## src/rtl/timer_scheduler.sv

```systemverilog
// Two-requester scheduler that shares one Timer and its interval lookup, with a per-job watchdog.
// Optional round-robin arbitration when TIMER_SCHED_RR_EN is defined; fixed priority otherwise.
module timer_scheduler #(
   parameter int unsigned PARAM_LAT = 1,
   parameter int unsigned MAX_SEC   = 15,
   parameter int unsigned CNT_W     = 4
) (
   input  logic       clock,
   input  logic       reset,
   input  logic       req0,
   input  logic [1:0] int0,
   input  logic       req1,
   input  logic [1:0] int1,
   input  logic       expired,
   input  logic       one_hz_enable,
   output logic [1:0] interval,
   output logic       start_timer,
   output logic       grant0,
   output logic       grant1,
   output logic       done0,
   output logic       done1,
   output logic       timeout,
   output logic       busy,
   output logic [2:0] estado
);

   typedef enum logic [2:0] {
      StIdle   = 3'd0,
      StSelect = 3'd1,
      StStart  = 3'd2,
      StRun    = 3'd3,
      StDone   = 3'd4
   } state_e;

   localparam logic [2:0]     LAT_END = 3'(PARAM_LAT);
   localparam logic [CNT_W:0] SEC_END = (CNT_W + 1)'(MAX_SEC);

   state_e           state_q;
   logic             owner_q;
   logic [2:0]       lat_q;
   logic [CNT_W-1:0] wd_q;
   logic             first_q;
   logic [CNT_W:0]   wd_inc;
   logic             owner_req;
   logic             abort;
   logic             pick;

   assign estado    = state_q;
   assign owner_req = owner_q ? req1 : req0;
   assign abort     = (state_q == StSelect || state_q == StStart || state_q == StRun) && !owner_req;
   assign wd_inc    = {1'b0, wd_q} + {{CNT_W{1'b0}}, 1'b1};

`ifdef TIMER_SCHED_RR_EN
   logic last_owner_q;

   // On a tie the requester that did not finish the previous job wins.
   assign pick = (req0 && req1) ? !last_owner_q : !req0;

   always_ff @(posedge clock or posedge reset) begin
      if (reset) begin
         last_owner_q <= 1'b1;
      end else if (state_q == StDone) begin
         last_owner_q <= owner_q;
      end
   end
`else
   assign pick = !req0;
`endif

   always_ff @(posedge clock or posedge reset) begin
      if (reset) begin
         state_q     <= StIdle;
         owner_q     <= 1'b0;
         lat_q       <= '0;
         wd_q        <= '0;
         first_q     <= 1'b0;
         interval    <= '0;
         start_timer <= 1'b0;
         grant0      <= 1'b0;
         grant1      <= 1'b0;
         done0       <= 1'b0;
         done1       <= 1'b0;
         timeout     <= 1'b0;
         busy        <= 1'b0;
      end else begin
         start_timer <= 1'b0;
         done0       <= 1'b0;
         done1       <= 1'b0;
         timeout     <= 1'b0;
         if (abort) begin
            // An issued start pulse is not recalled; the next job restarts the Timer.
            state_q <= StIdle;
            grant0  <= 1'b0;
            grant1  <= 1'b0;
            busy    <= 1'b0;
         end else begin
            unique case (state_q)
               StIdle: begin
                  if (req0 || req1) begin
                     owner_q  <= pick;
                     interval <= pick ? int1 : int0;
                     grant0   <= !pick;
                     grant1   <= pick;
                     lat_q    <= '0;
                     busy     <= 1'b1;
                     state_q  <= StSelect;
                  end
               end
               StSelect: begin
                  if (lat_q == LAT_END) begin
                     start_timer <= 1'b1;
                     state_q     <= StStart;
                  end else begin
                     lat_q <= lat_q + 3'd1;
                  end
               end
               StStart: begin
                  wd_q    <= '0;
                  first_q <= 1'b1;
                  state_q <= StRun;
               end
               StRun: begin
                  first_q <= 1'b0;
                  // A stale expired flag in the first RUN cycle belongs to an earlier job.
                  if (!first_q && expired) begin
                     done0   <= !owner_q;
                     done1   <= owner_q;
                     state_q <= StDone;
                  end else if (one_hz_enable) begin
                     if (wd_inc == SEC_END) begin
                        done0   <= !owner_q;
                        done1   <= owner_q;
                        timeout <= 1'b1;
                        state_q <= StDone;
                     end else begin
                        wd_q <= wd_inc[CNT_W-1:0];
                     end
                  end
               end
               StDone: begin
                  grant0  <= 1'b0;
                  grant1  <= 1'b0;
                  busy    <= 1'b0;
                  state_q <= StIdle;
               end
               default: state_q <= StIdle;
            endcase
         end
      end
   end

endmodule
```

## config.mk

```make
export PLATFORM = sky130hd
export DESIGN_NAME = timer_scheduler
export DESIGN_NICKNAME = d
export VERILOG_FILES = /design/src/rtl/timer_scheduler.sv
export SDC_FILE = /design/constraint.sdc
export NUM_CORES = 1
export LEC_CHECK = 0
export ABC_AREA = 0
export CAP_MARGIN = 20
export CORE_MARGIN = 1
export CORE_UTILIZATION = 45
export CTS_CLUSTER_DIAMETER = 200
export CTS_CLUSTER_SIZE = 16
export DETAILED_ROUTE_END_ITERATION = 6
export PLACE_DENSITY_LB_ADDON = 0.12
export SETUP_SLACK_MARGIN = 0.2
export SLEW_MARGIN = 20
export SYNTH_ARGS = -nofsm -noshare
export SYNTH_HDL_FRONTEND = slang
export SYNTH_SLANG_ARGS = --single-unit
```

## constraint.sdc

```tcl
create_clock -name clock -period 3.4 [get_ports clock]
set_clock_uncertainty 0.2 [all_clocks]
set_input_delay 0.68 -clock clock [delete_from_list [all_inputs] [get_ports clock]]
set_output_delay 0.68 -clock clock [all_outputs]
set_load 0.1 [all_outputs]
```

# Word-level counts from Yosys, hierarchy flattened
# Cells that the tools add are included.
[classes]
muxes = 44
n_eq_ne = 15
n_reduce_logical = 19
add_sub_neg = 2
n_bitwise = 1
[ops]
columns = ["cell", "count"]
rows = [
  ["$mux W1", 25],
  ["$mux W3", 8],
  ["$mux W4", 3],
  ["$pmux W3 S4", 1],
  ["$ne A2 B2 Y1 const B", 5],
  ["$pmux W1 S2", 4],
  ["$pmux W4 S2", 1],
  ["$reduce_and A4 Y1", 2],
  ["$eq A3 B1 Y1 const B", 2],
  ["$eq A3 B2 Y1 const B", 2],
  ["$pmux W3 S2", 1],
  ["$add A4 B1 Y5 const B", 1],
  ["$eq A5 B4 Y1 const B", 1],
  ["$reduce_and A5 Y1", 1],
  ["$logic_not A1 Y1", 4],
  ["$ne A4 B2 Y1 const B", 1],
  ["$ne A4 B3 Y1 const B", 1],
  ["$reduce_and A2 Y1", 2],
  ["$reduce_bool A2 Y1", 2],
  ["$add A3 B1 Y3 const B", 1],
  ["$eq A3 B3 Y1 const B", 1],
  ["$logic_not A3 Y1", 1],
  ["$logic_or A1 B1 Y1", 3],
  ["$ne A3 B2 Y1 const B", 1],
  ["6 further kinds", 7],
]
[word_totals]
out_inout_bits = 12
reg_bits = 21

# Depth between registers and ports, before layout
[logic_depth]
ltp_word = 7
mapped_depth = 7
ltp_nobuf = 7

# Worst setup path after synthesis
# Ideal clock, no wire load.
[synth_timing]
path_type = "register -> register"
startpoint = "register state_q[0], in the netlist estado[0]"
endpoint = "register lat_q[1]"
stages_incl_launch_ff = 7
slack_ns = 1.218
setup_ns = 0.121
required_time_ns = 3.079
n_path_buf = 1
arrival_time_ns = 1.861
path_cell_list = "dfrtp_1 buf_6 inv_2 nor3_1 nor4_1 o21ai_0 a22o_1"
[synth_via]
elab_chain_len = 6
elab_cells_between_ends = 13
cone_classes = "5 x eq/ne; 1 x mux; 1 x bitwise; 6 x reduce/logical"
[synth_rtl]
columns = ["element", "line", "rtl"]
rows = [
  ["start: declaration", "38", "state_e state_q;"],
  ["start signal: assignment", "72", "state_q <= StIdle;"],
  ["start signal: assignment", "92", "state_q <= StIdle;"],
  ["start signal: assignment", "106", "state_q <= StSelect;"],
  ["$eq A3 B1 Y1 or $eq A3 B2 Y1 (tied branches)", "50, 97", ""],
  ["$logic_or A1 B1 Y1 (2 in a row)", "50", "assign abort = (state_q == StSelect || state_q == StStart || state_q == StRun) && !owner_req;"],
  ["$logic_and A1 B1 Y1", "50", ""],
  ["$not A1 Y1 (no line)", "n/a", ""],
  ["$reduce_and A4 Y1 (no line)", "n/a", ""],
  ["end signal: assignment", "114", "lat_q <= lat_q + 3'd1;"],
  ["end: declaration", "40", "logic [2:0] lat_q;"],
]
# Parallel ways exist; a longest one is shown, timed or not.
# A chain may end at the register's enable or synchronous reset.

# Worst setup path in the final report
[layout_timing]
startpoint = "input req0"
endpoint = "register lat_q[1]"
[layout_via]
elab_chain_len = 5
elab_cells_between_ends = 7
cone_classes = "1 x eq/ne; 1 x mux; 1 x bitwise; 4 x reduce/logical"
[layout_rtl]
columns = ["element", "line", "rtl"]
rows = [
  ["start: declaration", "10", "input logic req0,"],
  ["$mux W1", "49", "assign owner_req = owner_q ? req1 : req0;"],
  ["$logic_not A1 Y1", "50", ""],
  ["$logic_and A1 B1 Y1", "50", ""],
  ["$not A1 Y1 (no line)", "n/a", ""],
  ["$reduce_and A4 Y1 (no line) (*)", "n/a", ""],
]
# Every way passes the cells marked *; elsewhere a longest branch is shown, timed or not.

==> impl_metrics.sql <==
INSERT INTO impl_metrics (metric_group, metric, value, unit) VALUES
('floorplanning', 'rows', '17', ''),
('floorplanning', 'die_height', '51.86', 'um'),
('logic_synthesis', 'syn-mean-instance-area', '9.479', 'um^2'),
('detailed_routing', 'initialDrtViolationCount', '14', ''),
('timing', 'slew_margin_rel', '46.91', '%'),
('logic_synthesis', 'synthesis.instances', '118', ''),
('placement', 'gp_routability_congestion', '0.7895', ''),
('pwr', 'peakVddDrop', '607.6', 'uV'),
('logic_synthesis', 'synth_enable_flop_cells', '0', ''),
('logic_synthesis', 'ys_types', '37', ''),
('setup_path', 'critical-path-max-stage-delay', '0.65', 'ns'),
('run_status', 'run_status', 'complete, no violations', ''),
('logic_synthesis', 'synthArstFlopShare', '100.0', '%'),
('timing', 'final_critical_delay_including_setup_and_external_delays', '2.286', 'ns'),
('global_route', 'grt_pass1_wl', '3.615', 'mm'),
('pwr', 'power_frac_comb', '57.8', '%'),
('setup_path', 'r2r_cells', '7', ''),
('timing', 'hold_slack', '0.2822', 'ns'),
('cts', 'cts_num_sinks', '21', ''),
('global_route', 'grt_antenna_before_repair', '0', ''),
('setup_path', 'startpoint_type_of_the_worst_setup_path', 'primary input', ''),
('detailed_routing', 'post_drt_wl_per_cell', '12.74', 'um'),
('floorplanning', 'start_util', '49.15', '%'),
('cts', 'post_cts_resize_count', '0', ''),
('setup_path', 'arrival', '2.28', 'ns'),
('global_route', 'groute.usage.overall', '18.40', '%'),
('logic_synthesis', 'ys_ff_latch', '21', ''),
('timing', 'setup_viol', '0', ''),
('timing', 'number_of_max_slew_violations_in_the_final_report', '0', ''),
('cts', 'count_of_hold_buffers_inserted_by_post_cts_repair', '0', ''),
('global_route', 'pin_count_of_the_biggest_net_entering_global_routing', '22', ''),
('cts', 'tritoncts', 'done', ''),
('logic_synthesis', 'synth_area_leader', 'sky130_fd_sc_hd__dfrtp_1', ''),
('global_route', 'overflow', '0', ''),
('logic_synthesis', 'ys_dominant_reg_cell', 'sky130_fd_sc_hd__dfrtp_1', ''),
('final_layout', 'design.final.nets', '156', ''),
('worst_hold_path', 'min_delay_path_depth', '2', ''),
('cts', 'cts_buffers', '3', ''),
('setup_path', 'critical_path.max_fanout', '9', ''),
('cts', 'clk_root_buffer_cell', 'sky130_fd_sc_hd__clkbuf_4', ''),
('logic_synthesis', 'synth.top_cell.area_share', '46.98', '%'),
('logic_synthesis', 'mapped_nets', '132', ''),
('timing', 'hold_viol', '0', ''),
('setup_path', 'critical_path_cell_by_cell', 'clkdlybuf4s50_1 -> nor3_1 -> nor4_1 -> o21ai_0 -> a22o_1', ''),
('setup_path', 'critical_path.endpoint_type', 'register', ''),
('pwr', 'share_seq_of_total_power', '33.1', '%'),
('final_layout', 'filler_cell_count', '218', ''),
('cts', 'htree_num_levels', '1', ''),
('detailed_routing', 'drt-vias-per-instance', '5.402', ''),
('placement', 'dpl.hpwl', '1.650', 'mm'),
('pwr', 'power.density', '947.3', 'nW/um^2'),
('logic_synthesis', 'synth_sequential_area_ratio', '46.98', '%'),
('floorplanning', 'design.core.area', '2276', 'um^2'),
('timing', 'finalCritPeriodShare', '67.23', '%'),
('final_layout', 'mostFrequentLayoutCell', 'sky130_fd_sc_hd__dfrtp_1', ''),
('floorplanning', 'die_w', '51.86', 'um'),
('worst_hold_path', 'tightest_hold_check_type', 'reg2reg', ''),
('job', 'maxCapViolations', '0', ''),
('cts', 'clk_pin_slew_worst_paths', '0.11', 'ns'),
('final_layout', 'syn2layout_area_growth', '20.25', '%'),
('final_layout', 'final_core_util', '59.10', '%'),
('floorplanning', 'io-pin-count', '22', ''),
('logic_synthesis', 'synth-warning-count', '0', ''),
('logic_synthesis', 'synthesis.area', '1119', 'um^2'),
('pwr', 'p_clk_share', '9.1', '%'),
('final_layout', 'fraction_of_final_layout_cells_sized_beyond_drive_strength_1', '15.60', '%'),
('cts', 'post-cts-setup-buffers', '0', ''),
('setup_path', 'critical_path_required', '3.39', 'ns'),
('timing', 'worst-slew-pin-transition', '0.7954', 'ns'),
('pwr', 'internal-power', '587.8', 'uW'),
('final_layout', 'mostFrequentLayoutCells', 'sky130_fd_sc_hd__dfrtp_1 (21), sky130_fd_sc_hd__nand2_1 (14), sky130_fd_sc_hd__buf_4 (12), sky130_fd_sc_hd__clkdlybuf4s50_1 (9), sky130_fd_sc_hd__a21oi_1 (8)', '');
## worst paths after layout
kind | to | slack, ns | startpoint
max | lat_q[1]$_DFFE_PP0P_ | 1.11 | req0
min | first_q$_DFFE_PP0P_ | 0.28 | first_q$_DFFE_PP0P_
max reg2reg | wd_q[3]$_DFFE_PP0P_ | 1.25 | wd_q[0]$_DFFE_PP0P_
min reg2reg | first_q$_DFFE_PP0P_ | 0.28 | first_q$_DFFE_PP0P_
max in group asynchronous | estado[0]$_DFFE_PP0P_ | 1.89 | reset
min in group asynchronous | done0$_DFF_PP0_ | 0.62 | reset
## synth_stat cells, types with 4 or more instances
cell type                  n
sky130_fd_sc_hd__a21oi_1   8
sky130_fd_sc_hd__dfrtp_1  21
sky130_fd_sc_hd__ha_1      4
sky130_fd_sc_hd__inv_1     7
sky130_fd_sc_hd__nand2_1  14
sky130_fd_sc_hd__nor2_1    7
sky130_fd_sc_hd__nor3_1    6
sky130_fd_sc_hd__o21ai_0   5
## sequential cells by signal, indices dropped and copies added, names as in the netlist, 2 cells and up
register and flops:
estado 3, interval 2, lat_q 3, wd_q 4
## through the flow
stage	worst slack, ns	area [um^2]	total power, mW	cells
5_1_grt	0.9647	1345	1.362	169
3_5_place_dp	0.8129	1319	1.163	165
3_3_place_gp	0.8486	1319	1.147	165
4_1_cts	1.149	1345	1.286	169
6_report	1.114	1345	1.274	169
2_1_floorplan	1.218	1119	1.013	118
## logic make-up (layout without fill, tap and decap cells)
family | count (synthesis) | count (layout) | share of synthesized area, %
AND/OR/NAND/NOR | 50 | 50 | 24.05
AO/OA/AOI/OAI | 29 | 29 | 16.78
flip-flops | 21 | 21 | 46.98
buffers and inverters | 10 | 33 | 4.027
adder cells (fa/ha/maj) | 4 | 4 | 4.474
multiplexers | 4 | 4 | 3.691
## power by group through the flow
stage               clock [mW]  combinational, mW  sequential, mW
global placement             0              0.723           0.424
global route             0.136              0.789           0.438
CTS                      0.125              0.739           0.422
finish                   0.116              0.736           0.422
detailed placement           0              0.737           0.426
floorplan                    0              0.308           0.705
## critical path, delay by kind of cell
family / cells / cell delay, ns
simple gates: 2 / 0.46
buf+inv: 1 / 0.65
compound gates: 2 / 0.48
## final cells by class
type / count / area (um^2) / area share (%)
Timing Repair Buffer: 21 / 180.2 / 13.40
Clock buffer: 4 / 26.28 / 1.953
Multi-Input combinational cell: 87 / 548.0 / 40.74
Tap cell: 28 / 35.03 / 2.605
Sequential cell: 21 / 525.5 / 39.07
Inverter: 8 / 30.03 / 2.233
## layer usage
| layer | wire length [um] | GRT usage (%) | share of wire, % | vias up |
|---|---|---|---|---|
| li1 | - | - | - | 472 |
| met1 | 1030 | 24.11 | 48 | 423 |
| met2 | 1034 | 30.56 | 48 | 16 |
| met3 | 72 | 3.509 | 3.3 | 2 |
| met4 | 15 | 5.405 | 0.70 | 0 |
| met5 | 0 | 0 | 0 | - |
(Power assumes the default switching activity.)
